[src/rtl/switch_input_port.sv]
// Slide-switch input conditioner: two-flop synchroniser, whole-word debouncer and a
// CPU-facing registered read port with a sticky new-data flag.
module switch_input_port #(
    parameter int unsigned WIDTH           = 8,
    parameter int unsigned DEBOUNCE_CYCLES = 4
) (
    input  logic             boardCLK,
    input  logic             reset,
    input  logic [WIDTH-1:0] switches,
    input  logic             rdReq,
    output logic [WIDTH-1:0] rdData,
    output logic             newData,
    output logic             changed,
    output logic [WIDTH-1:0] stableOut
);

    localparam logic [7:0] CntMax = 8'(DEBOUNCE_CYCLES);

    logic [WIDTH-1:0] sync1_q, sync1_d;
    logic [WIDTH-1:0] sync2_q, sync2_d;
    logic [WIDTH-1:0] cand_q, cand_d;
    logic [7:0]       cnt_q, cnt_d;
    logic [WIDTH-1:0] stable_q, stable_d;
    logic [WIDTH-1:0] rd_data_q, rd_data_d;
    logic             new_data_q, new_data_d;
    logic             changed_q, changed_d;
    logic             update;

    // A candidate is accepted only once it has saturated the counter and differs from stable.
    assign update = (cnt_q == CntMax) && (cand_q != stable_q);

    always_comb begin
        sync1_d    = switches;
        sync2_d    = sync1_q;
        cand_d     = cand_q;
        cnt_d      = cnt_q;
        stable_d   = stable_q;
        rd_data_d  = rd_data_q;
        new_data_d = new_data_q;
        changed_d  = 1'b0;

        if (sync2_q != cand_q) begin
            cand_d = sync2_q;
            cnt_d  = 8'd0;
        end else if (cnt_q < CntMax) begin
            cnt_d = cnt_q + 8'd1;
        end

        if (rdReq) begin
            rd_data_d  = stable_q;
            new_data_d = 1'b0;
        end

        // An update on the same edge as a read wins, so the fresh value is never lost.
        if (update) begin
            stable_d   = cand_q;
            changed_d  = 1'b1;
            new_data_d = 1'b1;
        end
    end

    always_ff @(posedge boardCLK or negedge reset) begin
        if (!reset) begin
            sync1_q    <= '0;
            sync2_q    <= '0;
            cand_q     <= '0;
            cnt_q      <= '0;
            stable_q   <= '0;
            rd_data_q  <= '0;
            new_data_q <= 1'b0;
            changed_q  <= 1'b0;
        end else begin
            sync1_q    <= sync1_d;
            sync2_q    <= sync2_d;
            cand_q     <= cand_d;
            cnt_q      <= cnt_d;
            stable_q   <= stable_d;
            rd_data_q  <= rd_data_d;
            new_data_q <= new_data_d;
            changed_q  <= changed_d;
        end
    end

    assign rdData    = rd_data_q;
    assign newData   = new_data_q;
    assign changed   = changed_q;
    assign stableOut = stable_q;

endmodule

[config.mk]
export PLATFORM = sky130hd
export DESIGN_NAME = switch_input_port
export DESIGN_NICKNAME = d
export VERILOG_FILES = /design/src/rtl/switch_input_port.sv
export SDC_FILE = /design/constraint.sdc
export NUM_CORES = 1
export LEC_CHECK = 0
export BUFFER_PORTS_ARGS = -buffer_cell sky130_fd_sc_hd__clkbuf_2
export CORE_UTILIZATION = 50
export CTS_BUF_LIST = sky130_fd_sc_hd__clkbuf_8
export DETAILED_ROUTE_END_ITERATION = 16
export HOLD_SLACK_MARGIN = 0.12
export MAX_ROUTING_LAYER = met4
export PLACE_DENSITY = 0.72
export SYNTH_ARGS = -nofsm -noshare
export SYNTH_HDL_FRONTEND = slang
export SYNTH_SLANG_ARGS = --single-unit
[constraint.sdc]
create_clock -name boardCLK -period 2.14 [get_ports boardCLK]
set_input_delay 0.321 -clock boardCLK [delete_from_list [all_inputs] [get_ports boardCLK]]
set_output_delay 0.321 -clock boardCLK [all_outputs]
set_load 0.02 [all_outputs]
======== Yosys cells after proc, flatten, opt, wreduce, memory -nomap -nowiden ========
Index checks and enable logic that the tools add are counted.
operators by class
  muxes and demuxes ....................... 5
  reductions and logical operators ........ 3
  $lt $le $gt $ge ......................... 1
  equal/unequal tests ..................... 3
  $add $sub $neg .......................... 1
operator list
  cell                                                  count
  two-way mux 8 bit                                     2
  != test 8 bit                                         2
  adder 8 x 1 -> 8 bit (second input constant)          1
  equality test 8 x 3 -> 1 bit (second input constant)  1
  < comparator 8 x 3 -> 1 bit (second input constant)   1
  nonzero test 2 bit                                    2
  two-way mux 1 bit                                     3
  logical AND 1 bit                                     1
storage, ports and cells
  output and inout port bits .............. 18
  input bits .............................. 11
  bits in registers ....................... 50

======== Logic depth before layout (Yosys ltp) ========
Gate-level depths: netlist (run 1).
  word-level depth ........................ 3
  mapped depth ............................ 4
  gate-level depth less buffers ........... 4

======== Worst setup path after synthesis (run 1) ========
OpenSTA, ideal clock, no wires.
  kind .................................... reg-to-reg
  from .................................... register cnt_q[4]
  to ...................................... register stable_q[0] (netlist: stableOut[0])
  setup slack ............................. 0.494 ns
  required time ........................... 2.015 ns
  cell stages (with the launch flop) ...... 5
  arrival ................................. 1.521 ns
  cell sequence ........................... dfrtp_1 > or4_4 > nor2_4 > o2111ai_4 > mux2_2
on the way
  cells in the longest elaborated chain, start to end .. 2
ends and longest elaborated chain
  element                       RTL line  RTL
  start, declared               22        logic [7:0] cnt_q, cnt_d;
  start signal, assigned        76        cnt_q <= cnt_d;
  equality test 8 x 3 -> 1 bit  30        assign update = (cnt_q == CntMax) && (cand_q != stable_q);
  logical AND 1 bit             30
  end signal, assigned          77        stable_q <= stable_d;
  end, declared                 23        logic [WIDTH-1:0] stable_q, stable_d;
No other way between the ends.
A chain may end at the register's enable or synchronous reset.

======== Final worst setup path (run 1) ========
  from .................................... register cnt_q[4]
  to ...................................... register stable_q[1] (netlist: stableOut[1])
The elaborated chain is that of the path after synthesis.

==> metrics.yaml, run 1 <==
place:
  hpwl_um: 1908
  port_buffers: 28
  gp_congestion: 0.7079
sta:
  rsz0062_at_grt: "no"
  period_needed_ps: 1761
  report.final.slew_viol_count: 0
  setup_viol: 0
  fin_tns_setup_ps: 0
  max_freq_ghz: 0.5680
  finalClockSkew_ps: 4.510
  final_hold_viol_count: 0
  hold_slack_ps: 135.4
  maxSlewHeadroom_pct: 60.61
  tightestPinTransition_ps: 590.8
  fin_crit_sh_pct: 82.27
setup_path:
  crit_fanout: 10
  worst_setup_path_end_kind: "flip-flop"
  setup.worst_path.start_class: "flip-flop"
  arrival_ps: 1940
  crit_type: "reg2reg"
  required_ps: 2320
finish:
  multi_input_area_um2: 504.2
  syn_to_final_growth_pct: 20.53
  nFillCells: 265
  diodes: 0
  regArea_um2: 1251
  nNetsFinal: 166
  drive_above_1_share_pct: 35.71
floorplanning:
  initial_core_util_pct: 53.23
  ioPinCount: 29
  coreArea_um2: 3390
  die_w_um: 62.07
  num_rows: 21
  die_area_um2: 3853
  die_h_um: 62.07
routing:
  vias: 979
  drt_pass1_iterations: 2
  wl_per_cell_um: 13.28
  avgViaCountPerCell: 4.895
  wl_um: 2655
  drt_iter0_drc: 25
  final_antenna_net_count: 0
  route.detailed.drc: 0
logic_synthesis:
  synth_warnings: 0
  seq_area_frac_synth_pct: 69.35
  netlist_instances: 118
  synth_seq_cells: 50
  synth_cell_types: 17
  syn_area_um2: 1804
  syn_area_per_cell_um2: 15.29
  syn_nets: 131
clocking:
  cts_buffers: 5
  htree_levels: 2
  worstSkewPairLatency_ps: 290
  clk_pin_slew_worst_paths_ps: 80
  cts_sinks: 50
  root_buffer: "clkbuf_8"
  cts_setup_buffers: 0
  clock_path_buffers: 2
  cts_tree: "yes"
  cts.repair.resized: 0
global_routing:
  grt_usage_pct: 16.41
  grt_overflow: 0
  grt_pass1_vias: 952
  antenna_found_initial: 0
  grt_pass1_wl_um: 4112
  grt_max_degree: 28
run:
  drv_cap: 0
power:
  peakVddDrop_mv: 0.5781
  p_per_area_nw_per_um2: 769.1
  power_leakage_nw: 1.068
run_status:
  outcome: "finished clean"
worst_hold_path:
  hp-class: "in2reg"
## cells in the mapped netlist, drive strengths merged
master / count / area [um^2]
nand4: 4 / 25.02
inv: 4 / 15.01
o2111ai: 1 / 26.28
mux2i: 1 / 10.01
xnor2: 17 / 148.9
a21oi: 1 / 5.000
mux2: 16 / 180.2
nor3: 4 / 20.02
ha: 2 / 25.02
o21ai: 1 / 5.000
clkbuf: 9 / 33.78
nor2: 2 / 15.01
and2: 5 / 32.53
or4: 1 / 11.26
dfrtp: 50 / 1251
## per-layer routing
metal | track usage (%) | routed length (um) | vias to the layer above
met5 | - | 0 | -
met4 | 4.762 | 27 | 0
met3 | 6.832 | 121 | 2
met2 | 28.42 | 1353 | 26
met1 | 16.94 | 1153 | 498
li1 | - | - | 453
## registers in the layout, summed over array words and instances (netlist names)
register	count
newData	1
sync2_q	8
sync1_q	8
changed	1
stableOut	8
cand_q	8
cnt_q	8
rdData	8
## final timing paths
check	startpoint	to	slack (ps)	depth (start not counted)
min in group asynchronous	reset	rdData[1]	560	2
worst min register to register	sync1_q[4]	sync2_q[4]	350	0
worst max-delay path	cnt_q[4]	stableOut[1]	380	4
max in group asynchronous	reset	cnt_q[4]	1030	3
worst max register to register	cnt_q[4]	stableOut[1]	380	4
worst min-delay path	switches[5]	sync1_q[5]	140	1
## worst max-delay path, cell delays in order, from the launching register on
cell and delay, ps:
dfrtp_1 380, or4_4 550, nor2_4 130, o2111ai_4 240, mux2_2 350
## cells in the final DEF (no fill, tap or decap), types with 2 or more instances in the layout
cell type | Yosys | layout
clkbuf_2 | 0 | 28
nor3_1 | 4 | 4
mux2_2 | 16 | 16
ha_1 | 2 | 2
and2_1 | 4 | 4
dfrtp_1 | 50 | 50
inv_1 | 4 | 6
nand4_1 | 4 | 4
xnor2_1 | 17 | 17
clkbuf_8 | 0 | 5
dlygate4sd3_1 | 0 | 8
## per-stage QoR
stage | power (mW) | cells | setup WS (ps) | utilization (%) | area [um^2]
global route | 1.743 | 200 | 307.0 | 64.16 | 2175
detailed placement | 1.066 | 184 | 377.8 | 58.66 | 1988
finish | 1.672 | 200 | 379.4 | 64.16 | 2175
CTS | 1.690 | 197 | 361.5 | 63.27 | 2145
global placement | 1.062 | 184 | 426.6 | 58.66 | 1988
floorplan | 1.030 | 118 | 494.1 | - | 1804
## power breakdown
group / switching [mW] / internal (mW)
Combinational: 0.0348 / 0.0373
Clock: 0.277 / 0.340
Sequential: 0.0162 / 0.967
## logic make-up after synthesis
kind of cell	count (synthesis)	synth area share [%]
AO/OA/AOI/OAI	3	2.011
AND/OR/NAND/NOR	16	5.755
flip-flops	50	69.35
XOR/XNOR	17	8.252
adder cells (fa/ha/maj)	2	1.387
multiplexers	17	10.54
buffers and inverters	13	2.704
## area by class of cell
| class | instances | area share, % |
|---|---|---|
| inverter | 4 | 0.6904 |
| timing repair buffer | 37 | 11.05 |
| multi-input combinational | 55 | 23.19 |
| sequential | 50 | 57.54 |
| clock buffer | 5 | 3.165 |
| tap | 46 | 2.647 |
| clock inverter | 3 | 1.726 |
## repair_timing
item / 4_1_cts / 5_1_grt
endpoints found under the setup margin: 0 / 0
hold buffers: 5 / 3
endpoints found under the hold margin: 27 / 3
No activity file was read; power rests on OpenSTA's default activity.
==> run 2: changes to the inputs <==
--- a/config.mk
+++ b/config.mk
@@ -11,7 +11,7 @@
 export DETAILED_ROUTE_END_ITERATION = 16
 export HOLD_SLACK_MARGIN = 0.12
 export MAX_ROUTING_LAYER = met4
-export PLACE_DENSITY = 0.72
+export PLACE_DENSITY = 0.75
 export SYNTH_ARGS = -nofsm -noshare
 export SYNTH_HDL_FRONTEND = slang
 export SYNTH_SLANG_ARGS = --single-unit
==> constraint.sdc (replaced) <==
create_clock -name boardCLK -period 1.5 [get_ports boardCLK]
set_input_delay 0.225 -clock boardCLK [delete_from_list [all_inputs] [get_ports boardCLK]]
set_output_delay 0.225 -clock boardCLK [all_outputs]
set_load 0.02 [all_outputs]
==> metrics.yaml, run 2 (synthesis results as in run 1) <==
routing:
  vias: 1032  # was 979
  avgViaCountPerCell: 4.691  # was 4.895
  drt_iter0_drc: 17  # was 25
  wl_per_cell_um: 13.23  # was 13.28 um
  route.detailed.drc: 0  # unchanged
  wl_um: 2911  # was 2655 um
  drt_pass1_iterations: 4  # was 2
  final_antenna_net_count: 0  # unchanged
sta:
  max_freq_ghz: 0.5818  # was 0.5680 GHz
  report.final.slew_viol_count: 0  # unchanged
  rsz0062_at_grt: "yes"  # was no
  setup_viol: 12  # was 0
  final_hold_viol_count: 0  # unchanged
  layout_setup_ws_ps: -218.7  # was 379.4 ps
  maxSlewHeadroom_pct: 80.25  # was 60.61%
  finalClockSkew_ps: 8.354  # was 4.510 ps
  fin_crit_sh_pct: 114.6  # was 82.27%
  hold_slack_ps: 277.4  # was 135.4 ps
  tightestPinTransition_ps: 296.3  # was 590.8 ps
  period_needed_ps: 1719  # was 1761 ps
setup_path:
  worst-r2r-cell-count: 4  # unchanged
  crit_type: "reg2reg"  # unchanged
  setup.worst_path.start_class: "flip-flop"  # unchanged
  crit_start: "cnt_q[4]"  # unchanged
  required_ps: 1680  # was 2320 ps
  crit_fanout: 5  # was 10
  reg2reg_slack_ps: -220  # was 380 ps
  arrival_ps: 1900  # was 1940 ps
  rr_startpoint: "cnt_q[4]"  # unchanged
  worst_setup_path_end_kind: "flip-flop"  # unchanged
  reg2reg_to: "stableOut[6]"  # was stableOut[1]
run_status:
  outcome: "finished, violations left"  # was finished clean
  violations: "negative setup slack"
power:
  combPwrFrac_pct: 5.3  # was 4.3%
  switching_share_pct: 20.15  # was 19.62%
  power.internal_mw: 1.933  # was 1.344 mW
  p_clk_share_pct: 37.0  # was 36.9%
  p_switching_uw: 487.7  # was 328.2 uW
  p_per_area_nw_per_um2: 1036  # was 769.1 nW/um^2
  peakVddDrop_mv: 0.7893  # was 0.5781 mV
  seq_power_share_pct: 57.7  # was 58.8%
  power_leakage_nw: 1.163  # was 1.068 nW
worst_hold_path:
  hold_path_startpoint: "rdReq"  # was switches[5]
  hold_end: "newData"  # was sync1_q[5]
  hold_depth: 2  # was 1
  hp-class: "in2reg"  # unchanged
place:
  port_buffers: 28  # unchanged
  hpwl_um: 1956  # was 1908 um
  dp.cells: 202  # was 184
  dpl_cell_area_um2: 2123  # was 1988 um^2
  gp_congestion: 0.7826  # was 0.7079
global_routing:
  grt_overflow: 0  # unchanged
  grt_pass1_wl_um: 4816  # was 4112 um
  grt_usage_pct: 19.76  # was 16.41%
  grt_pass1_vias: 1042  # was 952
  grt_max_degree: 51  # was 28
  antenna_found_initial: 0  # unchanged
finish:
  final_common_cell: "dfrtp_1"  # unchanged
  stdcell_area_um2: 2337  # was 2175 um^2
  layout_common_cells: "dfrtp_1, clkbuf_2, buf_4"  # was dfrtp_1, clkbuf_2, xnor2_1
  final_cells: 220  # was 200
  postLayoutCoreUtil_pct: 68.96  # was 64.16%
  diodes: 0  # unchanged
  drive_above_1_share_pct: 43.10  # was 35.71%
  nNetsFinal: 186  # was 166
  syn_to_final_growth_pct: 29.54  # was 20.53%
clocking:
  clk_pin_slew_worst_paths_ps: 90  # was 80 ps
  cts_buffers: 5  # unchanged
  clock_path_buffers: 2  # unchanged
  cts_tree: "yes"  # unchanged
  worstSkewPairLatency_ps: 300  # was 290 ps
  cts_setup_buffers: 0  # unchanged
  cts_sinks: 50  # unchanged
  htree_levels: 2  # unchanged
  root_buffer: "clkbuf_8"  # unchanged
run:
  drv_cap: 0  # unchanged
floorplanning:
  die_area_um2: 3853  # unchanged
  coreArea_um2: 3390  # unchanged
  ioPinCount: 29  # unchanged
  die_w_um: 62.07  # unchanged
  die_h_um: 62.07  # unchanged
  num_rows: 21  # unchanged
  initial_core_util_pct: 53.23  # unchanged
[run 2: what timing repair did]
| item | 4_1_cts | 5_1_grt |
|---|---|---|
| cloned | 1 | 0 |
| hold buffers | 9 | 0 |
| resized for setup | 0 | 1 |
| endpoints found under the setup margin | 12 | 13 |
| hold endpoints to repair | 58 | 0 |
[run 2: worst max-delay path by stage]
stage	to	slack, ps
3_5_place_dp	stableOut[3]	-210
3_3_place_gp	stableOut[2]	-180
2_1_floorplan	stableOut[0]	-120
6_report	stableOut[6]	-220
4_1_cts	stableOut[1]	-220
5_1_grt	stableOut[1]	-300
[run 2: final cells by class]
cell class / count / area [um^2]
clock inverter: 3 / 37.54
fill: 227 / 1052
tap: 46 / 57.56
timing repair buffer: 56 / 385.4
sequential: 50 / 1251
multi-input combinational: 56 / 521.8
inverter: 4 / 15.01
clock buffer: 5 / 68.82
[run 2: critical path: stages, from the launching register on]
cell,delay [ps]
dfrtp_1,390
or4_4,560
nor2_4,160
o2111ai_4,180
mux2_2,320
[run 2: per-stage QoR]
step                      setup slack [ps]  power [mW]  TNS [ps]
after floorplan                     -120.5       1.470     -1021
after global placement              -179.2       1.531     -1599
after detailed placement            -207.7       1.535     -1875
after CTS                           -223.9       2.452     -2131
after global routing                -301.7       2.524     -3059
final                               -218.7       2.421     -2071
[run 2: metal layers]
metal	GRT usage [%]	vias to the layer above	wire, um
met5	-	-	0
met4	10.79	0	78
met3	6.832	7	122
met2	31.00	30	1434
met1	22.10	499	1275
li1	-	496	-
[run 2: power by group through the flow]
stage                     combinational, mW  clock, mW  sequential [mW]
final                                 0.127      0.897             1.40
after global routing                  0.142      0.981             1.40
after CTS                             0.130      0.924             1.40
after detailed placement              0.111          0             1.42
after global placement                0.107          0             1.42
after floorplan                      0.0450          0             1.42
==> run 3: changes to the inputs <==
--- a/config.mk
+++ b/config.mk
@@ -9,9 +9,9 @@
 export CORE_UTILIZATION = 50
 export CTS_BUF_LIST = sky130_fd_sc_hd__clkbuf_8
 export DETAILED_ROUTE_END_ITERATION = 16
-export HOLD_SLACK_MARGIN = 0.12
 export MAX_ROUTING_LAYER = met4
 export PLACE_DENSITY = 0.75
 export SYNTH_ARGS = -nofsm -noshare
 export SYNTH_HDL_FRONTEND = slang
 export SYNTH_SLANG_ARGS = --single-unit
+export TNS_END_PERCENT = 5
==> metrics.yaml, run 3 (synthesis results as in run 1) <==
place:
  gp_congestion: 0.7826  # unchanged
  pre_cts_slack_ps: -207.7  # unchanged
  port_buffers: 28  # unchanged
  dp.cells: 202  # unchanged
  hpwl_um: 1956  # unchanged
finish:
  syn_to_final_growth_pct: 25.10  # was 29.54%
  nFillCells: 237  # was 227
  postLayoutCoreUtil_pct: 66.59  # was 68.96%
  nNetsFinal: 178  # was 186
  diodes: 0  # unchanged
  drive_above_1_share_pct: 45.18  # was 43.10%
  final_common_cell: "dfrtp_1"  # unchanged
  layout_common_cells: "dfrtp_1, clkbuf_2, buf_4"  # unchanged
  final_cells: 212  # was 220
routing:
  avgViaCountPerCell: 4.726  # was 4.691
  final_antenna_net_count: 0  # unchanged
  wl_um: 2828  # was 2911 um
  drt_iter0_drc: 15  # was 17
  drt_pass1_iterations: 4  # unchanged
  wl_per_cell_um: 13.34  # was 13.23 um
  vias: 1002  # was 1032
  route.detailed.drc: 0  # unchanged
floorplanning:
  initial_core_util_pct: 53.23  # unchanged
  die_h_um: 62.07  # unchanged
  coreArea_um2: 3390  # unchanged
  die_w_um: 62.07  # unchanged
  die_area_um2: 3853  # unchanged
  num_rows: 21  # unchanged
  ioPinCount: 29  # unchanged
sta:
  report.final.slew_viol_count: 0  # unchanged
  setup_viol: 12  # unchanged
  max_freq_ghz: 0.5833  # was 0.5818 GHz
  final_hold_viol_count: 0  # unchanged
  tightestPinTransition_ps: 298.8  # was 296.3 ps
  fin_crit_sh_pct: 114.3  # was 114.6%
  finalClockSkew_ps: 8.338  # was 8.354 ps
  rsz0062_at_grt: "yes"  # unchanged
  fin_tns_setup_ps: -2037  # was -2071 ps
  layout_setup_ws_ps: -214.4  # was -218.7 ps
  maxSlewHeadroom_pct: 80.08  # was 80.25%
  hold_slack_ps: 25.31  # was 277.4 ps
  period_needed_ps: 1714  # was 1719 ps
global_routing:
  grt_max_degree: 51  # unchanged
  grt_pass1_vias: 986  # was 1042
  antenna_found_initial: 0  # unchanged
  grt_overflow: 0  # unchanged
  grt_pass1_wl_um: 4650  # was 4816 um
  grt_usage_pct: 19.16  # was 19.76%
setup_path:
  required_ps: 1680  # about the same
  crit_type: "reg2reg"  # unchanged
  reg2reg_slack_ps: -210  # was -220 ps
  critPathBufInv: 0  # unchanged
  arrival_ps: 1900  # about the same
  reg2reg_to: "stableOut[6]"  # unchanged
  rr_startpoint: "cnt_q[4]"  # unchanged
  worst_path_max_delay_cell: "or4_4"  # unchanged
  worst_setup_path_end_kind: "flip-flop"  # unchanged
  worst-r2r-cell-count: 4  # unchanged
  slowest_delay_ps: 560  # about the same
  setup.worst_path.start_class: "flip-flop"  # unchanged
  critPathTopFamily: "simple AND/OR/NAND/NOR gates"  # unchanged
  path_cells: "or4_4, nor2_4, o2111ai_4, mux2_2"  # unchanged
  crit_fanout: 5  # unchanged
power:
  combPwrFrac_pct: 4.6  # was 5.3%
  power.internal_mw: 1.920  # was 1.933 mW
  peakVddDrop_mv: 0.7760  # was 0.7893 mV
  p_per_area_nw_per_um2: 1064  # was 1036 nW/um^2
  p_clk_share_pct: 37.2  # was 37.0%
  switching_share_pct: 20.06  # was 20.15%
  power_leakage_nw: 1.129  # was 1.163 nW
  seq_power_share_pct: 58.2  # was 57.7%
  p_switching_uw: 481.7  # was 487.7 uW
clocking:
  cts_buffers: 5  # unchanged
  cts_tree: "yes"  # unchanged
  root_buffer: "clkbuf_8"  # unchanged
  clock_path_buffers: 2  # unchanged
  clk_pin_slew_worst_paths_ps: 80  # was 90 ps
  cts_sinks: 50  # unchanged
  worstSkewPairLatency_ps: 300  # about the same
  cts_setup_buffers: 0  # unchanged
  htree_levels: 2  # unchanged
worst_hold_path:
  hold_end: "sync1_q[2]"  # was newData
  hp-class: "in2reg"  # unchanged
  hold_depth: 1  # was 2
  hold_path_startpoint: "switches[2]"  # was rdReq
run_status:
  outcome: "finished, violations left"  # unchanged
  violations: "negative setup slack"  # unchanged
run:
  drv_cap: 0  # unchanged
## run 3: routing by layer
| layer | track usage (%) | part of all wire [%] | vias up |
|---|---|---|---|
| li1 | - | - | 483 |
| met1 | 21.96 | 45 | 481 |
| met2 | 29.18 | 47 | 31 |
| met3 | 6.832 | 4.3 | 7 |
| met4 | 10.79 | 3.1 | 0 |
| met5 | - | 0 | - |
## run 3: power by group through the flow
stage               logic [mW]  clock network [mW]  registers (mW)
finish                   0.111               0.894            1.40
CTS                      0.114               0.924            1.40
global placement         0.107                   0            1.42
global route             0.124               0.982            1.40
detailed placement       0.111                   0            1.42
floorplan               0.0450                   0            1.42
## run 3: worst max-delay path by stage
| stage | start | endpoint | slack (ps) | cells after the start |
|---|---|---|---|---|
| floorplan | cnt_q[4] | stableOut[0] | -120 | 4 |
| global placement | cnt_q[4] | stableOut[2] | -180 | 4 |
| detailed placement | cnt_q[4] | stableOut[3] | -210 | 4 |
| CTS | cnt_q[4] | stableOut[1] | -220 | 4 |
| global route | cnt_q[4] | stableOut[1] | -300 | 4 |
| finish | cnt_q[4] | stableOut[6] | -210 | 4 |
## run 3: timing repair
item / CTS / global route
endpoints found under the setup margin: 12 / 13
cloned: 1 / 0
pin swaps: 0 / 0
hold buffers: 1 / 0
endpoints found under the hold margin: 50 / 0
gates resized for setup: 0 / 1
## run 3: area by class of cell
type	instances	area, um^2	area share, %
flip-flops and latches	50	1251	55.43
multi-input cells	56	521.8	23.12
repair buffers	48	305.3	13.53
clock buffers	5	68.82	3.049
well taps	46	57.56	2.550
clock inverters	3	37.54	1.663
inverters	4	15.01	0.6652
## run 3: metrics by stage
step                      area [um^2]  power [mW]
final                            2257       2.401
after global routing             2257       2.507
after CTS                        2255       2.436
after detailed placement         2123       1.535
after global placement           2123       1.531
after floorplan                  1804       1.470
